[src/rtl/piso_shift_ser.sv]
// Parallel-in/serial-out serializer: WIDTH-bit words in over valid/ready, one bit out per shift_en strobe.
// Latency: IDLE transfer -> LOAD, first bit registered on the next shift_en cycle (min 2 cycles); back-to-back words have no gap.
// Backpressure: in_ready only in IDLE or on the final bit of a word; one extra word may wait in a holding register.
module piso_shift_ser #(
  parameter int   WIDTH      = 8,
  parameter logic IDLE_LEVEL = 1'b0
) (
  input  logic             clk,
  input  logic             rst_n,
  input  logic [WIDTH-1:0] in_data,
  input  logic             in_valid,
  output logic             in_ready,
  input  logic             msb_first,
  input  logic             shift_en,
  output logic             ser_out,
  output logic             ser_valid,
  output logic             last_bit,
  output logic             busy
);

  localparam int CW = $clog2(WIDTH + 1);

  typedef enum logic [1:0] {
    IDLE  = 2'd0,
    LOAD  = 2'd1,
    SHIFT = 2'd2
  } state_t;

  state_t           state, state_n;
  logic [WIDTH-1:0] shreg, shreg_n;
  logic [CW-1:0]    cnt, cnt_n;
  logic             dir, dir_n;
  logic             ser_out_q, ser_out_n;
  logic             ser_valid_q, ser_valid_n;
  logic             last_q, last_n;
  logic [WIDTH-1:0] hold_dat, hold_dat_n;
  logic             hold_dir, hold_dir_n;
  logic             hold_full, hold_full_n;
  logic             ready_c;

  // Bit that goes out next for a given remaining word and direction.
  function automatic logic pick_bit(input logic [WIDTH-1:0] w, input logic d);
    return d ? w[WIDTH-1] : w[0];
  endfunction

  // Remaining word after its outgoing bit has been consumed.
  function automatic logic [WIDTH-1:0] advance(input logic [WIDTH-1:0] w, input logic d);
    return d ? {w[WIDTH-2:0], 1'b0} : {1'b0, w[WIDTH-1:1]};
  endfunction

  // Next-state and datapath control; every register holds unless a case below moves it.
  always_comb begin
    state_n     = state;
    shreg_n     = shreg;
    cnt_n       = cnt;
    dir_n       = dir;
    ser_out_n   = ser_out_q;
    ser_valid_n = ser_valid_q;
    last_n      = last_q;
    hold_dat_n  = hold_dat;
    hold_dir_n  = hold_dir;
    hold_full_n = hold_full;
    ready_c     = 1'b0;

    case (state)
      IDLE: begin
        ready_c = 1'b1;
        if (in_valid) begin
          shreg_n = in_data;
          dir_n   = msb_first;
          cnt_n   = CW'(WIDTH);
          state_n = LOAD;
        end
      end

      LOAD: begin
        if (shift_en) begin
          ser_out_n   = pick_bit(shreg, dir);
          shreg_n     = advance(shreg, dir);
          cnt_n       = cnt - CW'(1);
          ser_valid_n = 1'b1;
          last_n      = (cnt == CW'(1));
          state_n     = SHIFT;
        end
      end

      SHIFT: begin
        ready_c = last_q & ~hold_full;
        if (shift_en) begin
          if (!last_q) begin
            ser_out_n = pick_bit(shreg, dir);
            shreg_n   = advance(shreg, dir);
            cnt_n     = cnt - CW'(1);
            last_n    = (cnt == CW'(1));
          end else if (hold_full) begin
            // Buffered word takes over on the edge that ends the current one.
            ser_out_n   = pick_bit(hold_dat, hold_dir);
            shreg_n     = advance(hold_dat, hold_dir);
            dir_n       = hold_dir;
            cnt_n       = CW'(WIDTH - 1);
            last_n      = 1'b0;
            hold_full_n = 1'b0;
          end else if (in_valid) begin
            // Word arriving on the final bit streams on with no gap.
            ser_out_n = pick_bit(in_data, msb_first);
            shreg_n   = advance(in_data, msb_first);
            dir_n     = msb_first;
            cnt_n     = CW'(WIDTH - 1);
            last_n    = 1'b0;
          end else begin
            ser_out_n   = IDLE_LEVEL;
            ser_valid_n = 1'b0;
            last_n      = 1'b0;
            cnt_n       = '0;
            shreg_n     = '0;
            state_n     = IDLE;
          end
        end else if (ready_c && in_valid) begin
          // Final bit is stalled: park the next word so the producer can move on.
          hold_dat_n  = in_data;
          hold_dir_n  = msb_first;
          hold_full_n = 1'b1;
        end
      end

      default: begin
        state_n = IDLE;
      end
    endcase
  end

  // State and datapath registers; reset aborts any word and empties the holding register.
  always_ff @(posedge clk or negedge rst_n) begin
    if (!rst_n) begin
      state       <= IDLE;
      shreg       <= '0;
      cnt         <= '0;
      dir         <= 1'b0;
      ser_out_q   <= IDLE_LEVEL;
      ser_valid_q <= 1'b0;
      last_q      <= 1'b0;
      hold_dat    <= '0;
      hold_dir    <= 1'b0;
      hold_full   <= 1'b0;
    end else begin
      state       <= state_n;
      shreg       <= shreg_n;
      cnt         <= cnt_n;
      dir         <= dir_n;
      ser_out_q   <= ser_out_n;
      ser_valid_q <= ser_valid_n;
      last_q      <= last_n;
      hold_dat    <= hold_dat_n;
      hold_dir    <= hold_dir_n;
      hold_full   <= hold_full_n;
    end
  end

  assign in_ready  = ready_c;
  assign ser_out   = ser_out_q;
  assign ser_valid = ser_valid_q;
  assign last_bit  = last_q;
  assign busy      = (state != IDLE) | hold_full;

endmodule

[config.mk]
export PLATFORM = sky130hd
export DESIGN_NAME = piso_shift_ser
export DESIGN_NICKNAME = d
export VERILOG_FILES = /design/src/rtl/piso_shift_ser.sv
export SDC_FILE = /design/constraint.sdc
export NUM_CORES = 1
export LEC_CHECK = 0
export ABC_AREA = 1
export CORE_AREA = 3 3 61 63
export DETAILED_ROUTE_END_ITERATION = 10
export DIE_AREA = 0 0 64 66
export PLACE_DENSITY = 0.79
export SLEW_MARGIN = 25
export SYNTH_ARGS = -nofsm -noshare
export SYNTH_HDL_FRONTEND = slang
export SYNTH_SLANG_ARGS = --single-unit
[constraint.sdc]
create_clock -name clk -period 2.4 [get_ports clk]
set_input_delay 0.48 -clock clk [delete_from_list [all_inputs] [get_ports clk]]
set_output_delay 0.48 -clock clk [all_outputs]
set_load 0.03 [all_outputs]
==> impl_metrics.env, run 1 <==
export IMPL_ys_flop_type="dfrtp_1"
export IMPL_placement_rows=21
export IMPL_post_cts_setup_buffers=0
export IMPL_fillCellCount=310
export IMPL_num_io_pins=18
export IMPL_drt_pre_antenna_iters=4
export IMPL_synth_area_mux_share=0
export IMPL_critical_path_cell_by_cell="inv_1 -> ha_1 -> nand2_1 -> clkdlybuf4s50_1"
export IMPL_syn_avg_cell_area_um2=6.600
export IMPL_master_cell_of_the_clock_root_buffer="clkbuf_4"
export IMPL_synth_edff_count=0
export IMPL_die_height_um=66
export IMPL_die_width_um=64
export IMPL_finalNetCount=339
export IMPL_final_hold_violation_count=0
export IMPL_synth_top_area_share=0.3515
export IMPL_synthesis_area_um2=1993
export IMPL_avgRoutedWirePerCell_um=12.15
export IMPL_synth_compound_area_share=0.1469
export IMPL_yosys_area_share_xor_xnor=0
export IMPL_layout_min_cycle_time_ns=2.275
export IMPL_seq_area_frac_synth=0.3515
export IMPL_postSynthRegisterBits=28
export IMPL_synth_cell_types=26
export IMPL_dp_worst_setup_slack_ns=0.3896
export IMPL_cp_arrival_ns=1.80
export IMPL_globalplace_congestion=0.8605
export IMPL_final_setup_viol_count=0
export IMPL_cts_reportedPaths_clkPinSlew_ns=0.17
export IMPL_placement_io_buffers=17
export IMPL_synthArstFlopShare=1.000
export IMPL_postSynthNetCount=320
export IMPL_crit_fanout=6
export IMPL_cts_buf_count=3
export IMPL_fin_tns_setup_ns=0
export IMPL_unrepaired_setup_endpoints_after_global_routing="no"
export IMPL_netlist_instances=302
export IMPL_area_taken_by_multi_input_logic_gates_um2=1081
export IMPL_post_route_drc_count=0
export IMPL_max_slew_worst_pin_slew_ns=0.5625
export IMPL_initial_core_utilization=0.6069
export IMPL_final_clock_period_utilization_by_the_worst_path=0.9479
export IMPL_ir_drop_mv=0.7948
export IMPL_critPathMaxStageDelay_ns=0.66
export IMPL_slowest_stage="clkdlybuf4s50_1"
export IMPL_post_route_cells_drive_above_1_share=0.1156
export IMPL_drt_antenna_violating_nets=0
export IMPL_clock_path_buffers=2
export IMPL_power_leakage_nw=1.183
export IMPL_fin_ws_ns=0.1250
export IMPL_run_status="finished clean"
export IMPL_number_of_global_route_vias_before_repair=1792
export IMPL_hp_class="input pin to asynchronous set/reset pin"
export IMPL_cap_viol_max_count=0
export IMPL_post_synth_and_or_nand_nor_area_fraction=0.3641
export IMPL_timing_worst_setup_path_type="register to output port"
export IMPL_fp_coreArea_um2=3284
export IMPL_first_pass_grt_wire_length_mm=7.969
export IMPL_seqCellArea_um2=700.7
export IMPL_start_kind="register"
export IMPL_power_density_cell_area_nw_per_um2=1256
export IMPL_detail_route_wirelength_mm=4.447
export IMPL_cts_max_level=1
export IMPL_fmax_ghz=0.4396
export IMPL_timing_critical_path_required_ns=1.92
export IMPL_post_synth_most_frequent_cells="nand2_1, inv_1, dfrtp_1"
export IMPL_post_synth_main_area_contributors="dfrtp_1, nand2_1, inv_1"
export IMPL_grt_max_degree=29
export IMPL_dp_final_hpwl_mm=3.318
export IMPL_num_vias=1893
export IMPL_fin_worst_hold_slack_ns=0.5037
export IMPL_grt_antenna_before_repair=0
export IMPL_number_of_drc_markers_in_iteration_0=175
export IMPL_normalized_max_slew_margin=0.6211
export IMPL_critical_path_endpoint_type="output port"
export IMPL_design_power_total_mw=2.828
export IMPL_yosys_warnings=0
export IMPL_worst_setup_skew_after_layout_ns=0.01443
export IMPL_clk_insertion_delay_late_ns=0.34
export IMPL_synthToLayoutAreaGrowth_pct=12.99
export IMPL_globalRouteTotalUtil=0.2362
export IMPL_yosysTopAreaCell="dfrtp_1"
export IMPL_synth_adder_area_share=0.03139
export IMPL_synthMostInstantiatedCell="nand2_1"
export IMPL_cts_num_sinks=28
export IMPL_antenna_cells_inserted=0
export IMPL_final_max_slew_viol_count=0
export IMPL_grt_overflow_total=0
export IMPL_clock_tree_from_tritoncts="done"
export IMPL_dominant_combinational_cell_family_by_area_after_synthesis="simple AND/OR/NAND/NOR gates"
export IMPL_routed_via_density=5.172
export IMPL_dieArea_um2=4224
## where the power goes
part / internal [mW] / leakage (nW) / total (mW) / switching [mW]
registers: 0.666 / 0.327 / 0.819 / 0.153
logic: 0.621 / 0.828 / 1.69 / 1.07
clock network: 0.169 / 0.0279 / 0.319 / 0.150
## per-stage QoR
step | instance area [um^2] | instances | util
after floorplan | 1993 | 302 | -
after global placement | 2201 | 362 | 0.6701
after detailed placement | 2201 | 362 | 0.6701
after CTS | 2252 | 366 | 0.6857
after global routing | 2252 | 366 | 0.6857
final | 2252 | 366 | 0.6857
## final cells by class
| class | instances | share of cell area |
|---|---|---|
| multi-input cells | 227 | 0.4800 |
| flip-flops and latches | 28 | 0.3111 |
| repair buffers | 24 | 0.09833 |
| inverters | 37 | 0.06167 |
| well taps | 46 | 0.02556 |
| clock inverters | 1 | 0.01333 |
| clock buffers | 3 | 0.01000 |
## metal layers
layer / track usage / share of wire
met1: 0.3098 / 0.46
met2: 0.4013 / 0.48
met3: 0.02551 / 0.035
met4: 0.08625 / 0.017
met5: 0 / 0
## flip-flops by register name, indices dropped and copies added (netlist names)
register   flops
ser_out        1
state          2
hold_dir       1
cnt            4
last_bit       1
ser_valid      1
dir            1
hold_dat       8
hold_full      1
shreg          8
## cells by family (layout without fill, tap and decap cells)
kind of cell	after synthesis	after routing
flip-flops	28	28
AND/OR/NAND/NOR	174	174
AO/OA/AOI/OAI	48	48
adder cells (fa/ha/maj)	5	5
buffers and inverters	47	65
## worst paths after layout
| path | from | to | cells after the start | slack, ns |
|---|---|---|---|---|
| min in group clk | cnt[1] | cnt[1] | 2 | 0.53 |
| setup / recovery | state[0] | busy | 4 | 0.12 |
| setup reg to reg | state[0] | cnt[2] | 6 | 0.60 |
| max in group asynchronous | rst_n | hold_dat[7] | 2 | 1.61 |
| hold / removal | rst_n | shreg[3] | 2 | 0.50 |
| hold reg to reg | cnt[1] | cnt[1] | 2 | 0.53 |
## layout by cell type, fill, tap and decap left out, drive strengths merged, types with 2 or more instances in the layout
master,netlist,layout
o22ai,2,2
ha,5,5
nor2,9,9
nand2,140,140
nand3,23,23
o21ai,22,22
clkdlybuf4s50,0,16
inv,36,36
dfrtp,28,28
a21oi,22,22
buf,10,7
clkbuf,0,3
## critical path: cells and delay by family, from the launching register on
family	cells	cell delay, ns
adders and majority gates	1	0.26
buffers and inverters	2	0.73
DFF	1	0.38
and+or+nand+nor	1	0.09
## what timing repair did
action / 4_1_cts / 5_1_grt
hold buffers: 0 / 0
hold endpoints to repair: 0 / 0
setup endpoints to repair: 1 / 0
gates resized for setup: 1 / 0
No activity file was read; power rests on OpenSTA's default activity.
==> inputs of run 2 (changes only) <==
--- a/config.mk
+++ b/config.mk
@@ -6,9 +6,9 @@
 export NUM_CORES = 1
 export LEC_CHECK = 0
 export ABC_AREA = 1
-export CORE_AREA = 3 3 61 63
+export CORE_AREA = 2 2 60 62
 export DETAILED_ROUTE_END_ITERATION = 10
-export DIE_AREA = 0 0 64 66
+export DIE_AREA = 0 0 62 64
 export PLACE_DENSITY = 0.79
 export SLEW_MARGIN = 25
 export SYNTH_ARGS = -nofsm -noshare
==> impl_metrics.env, run 2 (same netlist as run 1, synthesis figures left out) <==
export IMPL_first_pass_grt_wire_length_mm=7.838
export IMPL_layout_min_cycle_time_ns=2.261
export IMPL_cap_viol_max_count=0
export IMPL_power_density_cell_area_nw_per_um2=1217
export IMPL_fin_tns_setup_ns=0
export IMPL_power_switching_share=0.5006
export IMPL_dieArea_um2=3968
export IMPL_globalRouteTotalUtil=0.2535
export IMPL_start_kind="register"
export IMPL_post_route_util=0.6777
export IMPL_cts_max_level=1
export IMPL_clock_network_power_share=0.074
export IMPL_drt_pre_antenna_iters=4
export IMPL_clk_insertion_delay_late_ns=0.33
export IMPL_num_vias=1915
export IMPL_post_cts_setup_buffers=0
export IMPL_post_route_drc_count=0
export IMPL_final_setup_viol_count=0
export IMPL_num_io_pins=18
export IMPL_final_max_slew_viol_count=0
export IMPL_critical_path_reg2reg_endpoint="shreg[6]"
export IMPL_grt_antenna_before_repair=0
export IMPL_detail_route_wirelength_mm=4.425
export IMPL_power_leakage_nw=1.177
export IMPL_critical_path_endpoint_type="output port"
export IMPL_final_clock_period_utilization_by_the_worst_path=0.9421
export IMPL_cp_arrival_ns=1.78
export IMPL_globalplace_congestion=0.8641
export IMPL_master_cell_of_the_clock_root_buffer="clkbuf_4"
export IMPL_ff2ff_setup_slack_ns=0.71
export IMPL_internal_power_mw=1.353
export IMPL_netSwitchingPower_mw=1.356
export IMPL_grt_max_degree=29
export IMPL_antenna_cells_inserted=0
export IMPL_finalNetCount=339
export IMPL_reg_largest_list="hold_dat: 8 flops, shreg: 8 flops, cnt: 4 flops"
export IMPL_cts_hold_buffers_added=0
export IMPL_cts_buf_count=3
export IMPL_share_comb_of_total_power=0.624
export IMPL_placement_io_buffers=17
export IMPL_die_width_um=62
export IMPL_die_height_um=64
export IMPL_reg2regPathDepth=9
export IMPL_initial_core_utilization=0.6069
export IMPL_r2r_start="state[0]"
export IMPL_clock_path_buffers=2
export IMPL_post_route_cells_drive_above_1_share=0.1129
export IMPL_fp_coreArea_um2=3284
export IMPL_timing_worst_setup_path_type="register to output port"
export IMPL_grt_overflow_total=0
export IMPL_timing_critical_path_required_ns=1.92
export IMPL_avgRoutedWirePerCell_um=12.12
export IMPL_cts_reportedPaths_clkPinSlew_ns=0.15
export IMPL_unrepaired_setup_endpoints_after_global_routing="no"
export IMPL_worst_setup_skew_after_layout_ns=0.004526
export IMPL_crit_fanout=6
export IMPL_final_hold_violation_count=0
export IMPL_most_frequent_cells_in_the_layout="nand2_1, inv_1, dfrtp_1"
export IMPL_max_slew_worst_pin_slew_ns=0.5725
export IMPL_drt_antenna_violating_nets=0
export IMPL_number_of_global_route_vias_before_repair=1834
export IMPL_fmax_ghz=0.4423
export IMPL_fillCellCount=299
export IMPL_clock_tree_from_tritoncts="done"
export IMPL_final_common_cell="nand2_1"
export IMPL_run_status="finished clean"
export IMPL_dp_final_hpwl_mm=3.296
export IMPL_area_taken_by_multi_input_logic_gates_um2=1081
export IMPL_routed_via_density=5.247
export IMPL_number_of_drc_markers_in_iteration_0=112
export IMPL_hp_class="input pin to asynchronous set/reset pin"
export IMPL_placement_rows=21
export IMPL_cts_num_sinks=28
export IMPL_synthToLayoutAreaGrowth_pct=11.68
export IMPL_ir_drop_mv=0.7528
export IMPL_seq_power_share=0.303
export IMPL_normalized_max_slew_margin=0.6143
export IMPL_seqCellArea_um2=700.7
## run 2: power by group through the flow
| stage | sequential, mW | combinational (mW) | clock [mW] |
|---|---|---|---|
| floorplan | 0.794 | 1.35 | 0 |
| global placement | 0.820 | 1.66 | 0 |
| detailed placement | 0.828 | 1.68 | 0 |
| CTS | 0.817 | 1.69 | 0.207 |
| global route | 0.846 | 1.94 | 0.222 |
| finish | 0.820 | 1.69 | 0.200 |
## run 2: per-stage QoR
stage               instance area, um^2  worst slack (ns)  power (mW)  hold WS [ns]  cells
global placement                   2201            0.4163       2.482        0.4926    362
CTS                                2223          0.002063       2.718        0.5244    365
detailed placement                 2201            0.3946       2.513        0.4927    362
global route                       2226           0.07545       3.005        0.5408    365
floorplan                          1993            0.5583       2.145        0.1844    302
finish                             2226            0.1390       2.709        0.5136    365
## run 2: worst max-delay path, cell delays in order (launching register included)
cell and delay, ns:
dfrtp_1 0.38, inv_1 0.07, ha_1 0.25, nand2_1 0.09, clkdlybuf4s50_1 0.66
## run 2: how the worst max path moves through the flow
| stage | from | end | depth (start not counted) |
|---|---|---|---|
| after CTS | state[0] | in_ready | 4 |
| after detailed placement | state[0] | in_ready | 4 |
| final | state[0] | busy | 4 |
| after global placement | state[0] | in_ready | 4 |
| after global routing | state[0] | busy | 4 |
| after floorplan | last_bit | in_ready | 3 |
## run 2: cell type report
class | count | area share
inverters | 37 | 0.06239
well taps | 46 | 0.02586
clock buffers | 3 | 0.01012
repair buffers | 24 | 0.1012
multi-input cells | 227 | 0.4857
flip-flops and latches | 28 | 0.3148
## run 2: per-layer routing
metal | global-route usage | up-vias | wire (um)
li1 | - | 982 | -
met1 | 0.3295 | 868 | 2028
met2 | 0.4206 | 55 | 2121
met3 | 0.02429 | 10 | 172
met4 | 0.09840 | 0 | 102
met5 | 0 | - | 0
## run 2: repair_timing
item / in CTS / in global routing
setup endpoints to repair: 0 / 1
hold endpoints to repair: 0 / 0
resized for setup: 0 / 1
==> inputs of run 3 (changes only) <==
--- a/config.mk
+++ b/config.mk
@@ -9,7 +9,9 @@
 export CORE_AREA = 2 2 60 62
 export DETAILED_ROUTE_END_ITERATION = 10
 export DIE_AREA = 0 0 62 64
+export MAX_ROUTING_LAYER = met4
 export PLACE_DENSITY = 0.79
+export SETUP_SLACK_MARGIN = 0.4
 export SLEW_MARGIN = 25
 export SYNTH_ARGS = -nofsm -noshare
 export SYNTH_HDL_FRONTEND = slang
==> impl_metrics.env, run 3 (same netlist as run 1, synthesis figures left out) <==
export IMPL_dieArea_um2=3968
export IMPL_cts_num_sinks=28
export IMPL_normalized_max_slew_margin=0.6207
export IMPL_dp_final_hpwl_mm=3.296
export IMPL_cap_viol_max_count=0
export IMPL_drt_antenna_violating_nets=0
export IMPL_hp_class="input pin to asynchronous set/reset pin"
export IMPL_placement_rows=21
export IMPL_cts_max_level=1
export IMPL_most_frequent_cells_in_the_layout="nand2_1, inv_1, dfrtp_1"
export IMPL_clock_tree_from_tritoncts="done"
export IMPL_post_route_cells_drive_above_1_share=0.1191
export IMPL_num_vias=1925
export IMPL_cp_arrival_ns=1.43
export IMPL_fillCellCount=303
export IMPL_antenna_cells_inserted=0
export IMPL_fp_coreArea_um2=3284
export IMPL_final_clock_period_utilization_by_the_worst_path=0.7944
export IMPL_avgRoutedWirePerCell_um=12.10
export IMPL_globalRouteTotalUtil=0.2605
export IMPL_initial_core_utilization=0.6069
export IMPL_drt_pre_antenna_iters=4
export IMPL_fmax_ghz=0.5245
export IMPL_post_cts_setup_buffers=0
export IMPL_num_io_pins=18
export IMPL_final_common_cell="nand2_1"
export IMPL_number_of_drc_markers_in_iteration_0=111
export IMPL_timing_critical_path_required_ns=1.92
export IMPL_unrepaired_setup_endpoints_after_global_routing="yes"
export IMPL_clk_insertion_delay_late_ns=0.33
export IMPL_crit_fanout=6
export IMPL_final_hold_violation_count=0
export IMPL_number_of_global_route_vias_before_repair=1837
export IMPL_grt_antenna_before_repair=0
export IMPL_critical_path_endpoint_type="output port"
export IMPL_finalNetCount=339
export IMPL_post_route_drc_count=0
export IMPL_routed_via_density=5.274
export IMPL_power_density_cell_area_nw_per_um2=1216
export IMPL_worst_setup_skew_after_layout_ns=0.005287
export IMPL_final_max_slew_viol_count=0
export IMPL_max_slew_worst_pin_slew_ns=0.5630
export IMPL_placement_io_buffers=17
export IMPL_run_status="finished clean"
export IMPL_post_route_util=0.6735
export IMPL_master_cell_of_the_clock_root_buffer="clkbuf_4"
export IMPL_first_pass_grt_wire_length_mm=7.852
export IMPL_timing_worst_setup_path_type="register to output port"
export IMPL_synthToLayoutAreaGrowth_pct=10.99
export IMPL_ir_drop_mv=0.7463
export IMPL_die_width_um=62
export IMPL_fin_tns_setup_ns=0
export IMPL_die_height_um=64
export IMPL_grt_overflow_total=0
export IMPL_clock_path_buffers=2
export IMPL_grt_max_degree=29
export IMPL_start_kind="register"
export IMPL_reg_largest_list="hold_dat: 8 flops, shreg: 8 flops, cnt: 4 flops"
export IMPL_final_setup_viol_count=0
export IMPL_layout_min_cycle_time_ns=1.907
export IMPL_power_leakage_nw=1.172
export IMPL_cts_buf_count=3
export IMPL_globalplace_congestion=0.8781
export IMPL_detail_route_wirelength_mm=4.418
export IMPL_cts_reportedPaths_clkPinSlew_ns=0.15
## run 3: cell count changes in the layout (fill, tap and decap cells not counted)
| cell | change |
|---|---|
| dlymetal6s2s_1 | -1 |
| buf_2 | +1 |
| clkdlybuf4s50_1 | -2 |
| clkbuf_2 | +1 |
| dlygate4sd2_1 | +1 |
## run 3: report_power, final
part | internal [mW] | total, mW | switching (mW)
combinational | 0.609 | 1.67 | 1.06
sequential | 0.666 | 0.820 | 0.153
clock | 0.0590 | 0.200 | 0.141
## run 3: routing by layer
metal / global-route usage / vias to the layer above / part of all wire
met5: - / - / 0
met4: 0.09840 / 0 / 0.023
met3: 0.02429 / 10 / 0.045
met2: 0.4206 / 56 / 0.48
met1: 0.3308 / 877 / 0.45
li1: - / 982 / -
## run 3: final cells by class
| type | count | area [um^2] | area share |
|---|---|---|---|
| Tap cell | 46 | 57.56 | 0.02602 |
| Multi-Input combinational cell | 227 | 1081 | 0.4887 |
| Timing Repair Buffer | 24 | 211.5 | 0.09559 |
| Clock buffer | 3 | 22.52 | 0.01018 |
| Inverter | 37 | 138.9 | 0.06278 |
| Sequential cell | 28 | 700.7 | 0.3167 |
## run 3: repair_timing
item | 4_1_cts | 5_1_grt
hold endpoints to repair | 0 | 0
resized for setup | 6 | 3
setup endpoints to repair | 3 | 2
pin swaps | 0 | 0
hold buffers | 0 | 0
## run 3: path summary, 6_finish.rpt
check / end / slack [ns] / startpoint / depth (start not counted)
setup reg to reg: shreg[6] / 0.71 / state[0] / 9
hold / removal: shreg[5] / 0.51 / rst_n / 2
max in group asynchronous: dir / 1.62 / rst_n / 2
setup / recovery: in_ready / 0.49 / state[0] / 4
hold reg to reg: shreg[6] / 0.53 / shreg[6] / 2
min in group clk: shreg[6] / 0.53 / shreg[6] / 2
## run 3: critical path, cell delays in order, from the launching register on
cell      delay (ns)
dfrtp_1         0.41
inv_1           0.10
ha_1            0.25
o21bai_1        0.13
buf_2           0.21
## run 3: metrics by stage
| stage | hold slack (ns) | cells | worst slack (ns) | total power, mW | instance area [um^2] |
|---|---|---|---|---|---|
| global placement | 0.4926 | 362 | 0.4163 | 2.482 | 2201 |
| CTS | 0.5244 | 365 | 0.3768 | 2.708 | 2223 |
| floorplan | 0.1844 | 302 | 0.5583 | 2.145 | 1993 |
| detailed placement | 0.4927 | 362 | 0.3946 | 2.513 | 2201 |
| finish | 0.5135 | 365 | 0.4935 | 2.690 | 2212 |
| global route | 0.5408 | 365 | 0.3964 | 2.986 | 2212 |
